--- src/rtl/serial_subtractor.sv ---
// Bit-serial unsigned subtractor: one full-subtractor cell plus a borrow flop,
// LSB first, producing diff = a - b (mod 2^WIDTH) and the final borrow.
module serial_subtractor #(
    parameter int WIDTH = 8
) (
    input  logic             i_clk,
    input  logic             i_rst,
    input  logic             i_start,
    input  logic [WIDTH-1:0] i_a,
    input  logic [WIDTH-1:0] i_b,
    output logic             o_busy,
    output logic             o_done,
    output logic [WIDTH-1:0] o_diff,
    output logic             o_bout
);
    localparam int CW = $clog2(WIDTH);

    typedef enum logic [1:0] {
        S_IDLE  = 2'd0,
        S_SHIFT = 2'd1,
        S_DONE  = 2'd2
    } state_t;

    state_t           r_state;
    state_t           w_next;
    logic [WIDTH-1:0] r_ra;
    logic [WIDTH-1:0] r_rb;
    logic             r_br;
    logic [CW-1:0]    r_cnt;
    logic [WIDTH-1:0] r_diff;
    logic             r_bout;

    logic w_x, w_y, w_z;
    logic w_d, w_bnext;
    logic w_accept;
    logic w_last;

    // Full-subtractor cell on the current LSBs and the stored borrow
    assign w_x     = r_ra[0];
    assign w_y     = r_rb[0];
    assign w_z     = r_br;
    assign w_d     = w_x ^ w_y ^ w_z;
    assign w_bnext = (~w_x & w_y) | (~(w_x ^ w_y) & w_z);

    assign w_accept = i_start && (r_state != S_SHIFT);
    assign w_last   = (r_cnt == CW'(WIDTH - 1));

    always_ff @(posedge i_clk or posedge i_rst) begin
        if (i_rst) r_state <= S_IDLE;
        else       r_state <= w_next;
    end

    always_comb begin
        w_next = r_state;
        case (r_state)
            S_IDLE:  if (i_start) w_next = S_SHIFT;
            S_SHIFT: if (w_last)  w_next = S_DONE;
            S_DONE:  w_next = i_start ? S_SHIFT : S_IDLE;
            default: w_next = S_IDLE;
        endcase
    end

    always_ff @(posedge i_clk or posedge i_rst) begin
        if (i_rst) begin
            r_ra   <= '0;
            r_rb   <= '0;
            r_br   <= 1'b0;
            r_cnt  <= '0;
            r_diff <= '0;
            r_bout <= 1'b0;
        end else if (w_accept) begin
            r_ra  <= i_a;
            r_rb  <= i_b;
            r_br  <= 1'b0;
            r_cnt <= '0;
        end else if (r_state == S_SHIFT) begin
            r_ra   <= r_ra >> 1;
            r_rb   <= r_rb >> 1;
            r_br   <= w_bnext;
            r_diff <= {w_d, r_diff[WIDTH-1:1]};
            // Counter parks at 0 after the last bit so it never exceeds WIDTH-1
            r_cnt  <= w_last ? '0 : r_cnt + CW'(1);
            if (w_last) r_bout <= w_bnext;
        end
    end

    assign o_busy = (r_state == S_SHIFT);
    assign o_done = (r_state == S_DONE);
    assign o_diff = r_diff;
    assign o_bout = r_bout;

endmodule

--- config.mk ---
export PLATFORM = sky130hd
export DESIGN_NAME = serial_subtractor
export DESIGN_NICKNAME = d
export VERILOG_FILES = /design/src/rtl/serial_subtractor.sv
export SDC_FILE = /design/constraint.sdc
export NUM_CORES = 1
export LEC_CHECK = 0
export BUFFER_PORTS_ARGS = -buffer_cell sky130_fd_sc_hd__buf_2
export CAP_MARGIN = 40
export CORE_MARGIN = 1
export CORE_UTILIZATION = 55
export DETAILED_ROUTE_END_ITERATION = 6
export GPL_TIMING_DRIVEN = 0
export PLACE_DENSITY = 0.86
export RECOVER_POWER = 50
export SKIP_LAST_GASP = 1
export SLEW_MARGIN = 20
export SYNTH_ARGS = -nofsm -noshare
export SYNTH_HDL_FRONTEND = slang
export SYNTH_SLANG_ARGS = --single-unit
--- constraint.sdc ---
create_clock -name i_clk -period 2.1 [get_ports i_clk]
set_clock_uncertainty 0.15 [all_clocks]
set_input_delay 0.105 -clock i_clk [delete_from_list [all_inputs] [get_ports i_clk]]
set_output_delay 0.105 -clock i_clk [all_outputs]
set_load 0.01 [all_outputs]
==> results by group <==
Place
  • Post-place instance area: between 1500 and 2000 µm²
  • Final Wtd Congestion: 0.773
  • DP Worst Slack: just over 500 ps
  • IO Port Bufs: 28
  • DP Cell Count: 156
  • Post-DP HPWL: 1810 µm

Clock network
  • Post-CTS setup buffer count: 0
  • Clock sinks: 31
  • Post-cts sizing count: 0
  • Clock buffer depth: 2
  • Cts bufs inserted: 5
  • CTS Root Cell: clkbuf_4
  • CTS tree: yes
  • Clk_lat worst skew: 320 ps
  • Reg clk slew, reported paths: roughly 80 ps
  • H-tree depth: 2

Worst setup path
  • Setup crit start kind: flop
  • WP buf/inv: 0
  • WP depth: 4
  • Maximum fanout along the worst path: 4
  • Slowest Stage Delay on Critical Path: 420 ps
  • CP endpoint kind: flop
  • RR Endpoint: r_cnt[0]
  • Worst-path cell chain: ha_1 -> ha_1 -> nor4b_1 -> a31o_2
  • CP top delay family: adder cells
  • Critical Path AT: 1690 ps
  • Worst path slowest cell: dfrtp_1
  • R2R Setup Slk: 520 ps
  • CP dominant cell by count: ha_1
  • Worst Path Required: 2220 ps
  • Worst r2r src: r_cnt[0]
  • WS Path Type: flop to flop
  • Worst R2R Path Depth: 4

STA
  • PnR worst setup slack: 523 ps
  • Final Setup Violations: 0
  • Unrepaired setup endpoints after global routing: no
  • Slew at the pin closest to its max-slew limit: 527 ps
  • Tmin final: 1580 ps
  • Setup TNS Final: 0 ps
  • Final hold viol count: 0
  • Fin. max-slew vios: 0
  • Max Freq: around 630 MHz
  • Period utilization: 0.751
  • Relative slew slack: 0.648

Die
  • Chip Height: about 54 µm
  • Core Box Area: 2500 µm²
  • Die area: 2880 µm²
  • Die Wd: 53.6 µm
  • IO Count: 30
  • Row count: 18
  • Initial Util: 0.587

Cells and area
  • Final instance area: about 1900 µm²
  • Nets: 172
  • Antenna diodes: 0
  • Post-Layout Cell Count: 179
  • Layout cells sized above 1: 0.490
  • P&R area growth vs syn: 28.0%

Global routing
  • GRT Resource Usage Total: 0.235
  • Total grt overflow: 0
  • Global-route wire length before repair: 4350 µm
  • Number of global-route vias before repair: around 930
  • Initial antenna violation count: 0
  • Largest net degree at the start of global routing: 21

Hold path
  • Hold path cells: 3
  • Hold Crit Start: i_start
  • HP Class: input pin to flop
  • Worst Hold Endpoint: r_rb[5]

Logic synthesis
  • Syn_nets: 119
  • Mapped Cells: 97
  • Synth Register Bits: 31
  • Seq/Total Area, Yosys: 0.529
  • Ys Warns: 0
  • Area contributors post-synth: dfrtp_1, mux2_2, mux2_4, mux2i_1, ha_1
  • Area leader, netlist: dfrtp_1
  • Yosys top cell area share: 0.529
  • Cell Area, Synth: between 1000 and 1500 µm²
  • Number of distinct library cells after synthesis: 21
  • Synth Area per Inst: 15.1 µm²

Drt
  • Antenna-violating nets left: 0
  • DRT Wirelength: around 2800 µm
  • DR vias/cell: 5.18
  • Routed wire length per instance: 15.6 µm
  • Vias: 928
  • DRC viols: 0
  • Drt first pass iters: 3
  • DRT iter0 DRCs: 11

Flow run
  • Max cap viols: 0

Power
  • Cell area power density: 1280 nW/µm²
  • Peak supply drop: 0.984 mV
  • Leakage power: 0.916 nW

Run status
  • Outcome: complete, no violations
-- cell usage in the layout, fill, tap and decap left out, types with 4 or more instances in the layout --
cell,synthesis,routed
dfrtp_1,31,31
mux2_2,27,27
buf_2,1,24
dlygate4sd3_1,0,17
mux2_4,10,10
clkbuf_1,0,6
inv_1,5,5
clkbuf_4,0,5
mux2i_1,4,4
-- metal layers --
metal	up-vias	global-route usage	share of wire
met5	-	0	0
met4	0	0.105	0.018
met3	6	0.0847	0.032
met2	21	0.396	0.53
met1	454	0.268	0.42
li1	447	-	-
-- worst max-delay path by stage --
stage          startpoint        end
3_3_place_gp   r_state[1]    r_ra[4]
5_1_grt          r_cnt[0]   r_cnt[0]
3_5_place_dp     r_cnt[0]   r_cnt[0]
2_1_floorplan     r_ra[0]  o_diff[7]
4_1_cts          r_cnt[0]   r_cnt[0]
6_report         r_cnt[0]   r_cnt[0]
-- registers in the layout, summed over array words and instances, names as in the netlist --
signal / cells
o_diff: 8
r_ra: 8
r_rb: 8
r_cnt: 3
r_state: 2
o_bout: 1
r_br: 1
-- logic make-up (layout without fill, tap and decap cells) --
group	Yosys count	after routing	synth area share
muxes	41	41	0.337
DFF	31	31	0.529
AOI/OAI and AO/OA	3	3	0.0162
adders and majority gates	3	3	0.0307
and+or+nand+nor	9	9	0.0418
buffers and inverters	10	62	0.0452
-- layout make-up --
cell class / instances / area [µm²]
multi-input cells: 56 / 624
clock buffers: 6 / 41.3
inverters: 6 / 22.5
plain buffers: 4 / 43.8
repair buffers: 46 / 332
flip-flops and latches: 31 / 776
well taps: 30 / 37.5
fillers: 174 / 623
-- per-stage QoR --
step                      power (mW)  hold slack [ps]   util
after floorplan                 1.78             58.5      -
after global placement          2.00              203  0.658
after detailed placement        2.08             13.1  0.669
after CTS                       2.41             62.7  0.753
after global routing            2.56             73.3  0.751
final                           2.39             76.8  0.751
-- report_power, final --
part / switching (mW) / internal, mW / leakage [nW]
logic: 0.426 / 0.620 / 0.509
clock network: 0.182 / 0.119 / 0.0242
registers: 0.178 / 0.871 / 0.382
total: 0.785 / 1.61 / 0.916
-- cells in the mapped netlist --
library cell,count
buf_4,1
nor4b_1,1
mux2_2,27
fa_1,1
inv_2,1
mux2i_1,4
dfrtp_1,31
nor2_1,2
ha_1,2
and2b_1,1
nor2b_1,1
buf_2,1
and3b_1,1
nand2b_1,2
o22ai_1,1
buf_6,1
mux2_4,10
inv_1,5
nor4bb_1,1
buf_12,1
a31o_2,2
-- worst min-delay path: cells and delay by family --
family	cells	cell delay, ps
buffers and inverters	1	130
muxes	2	280
-- repair_timing --
item,in CTS,in global routing
endpoints found under the hold margin,27,0
hold buffers,17,0
endpoints found under the setup margin,0,0
Power figures use the tool's default switching activity.
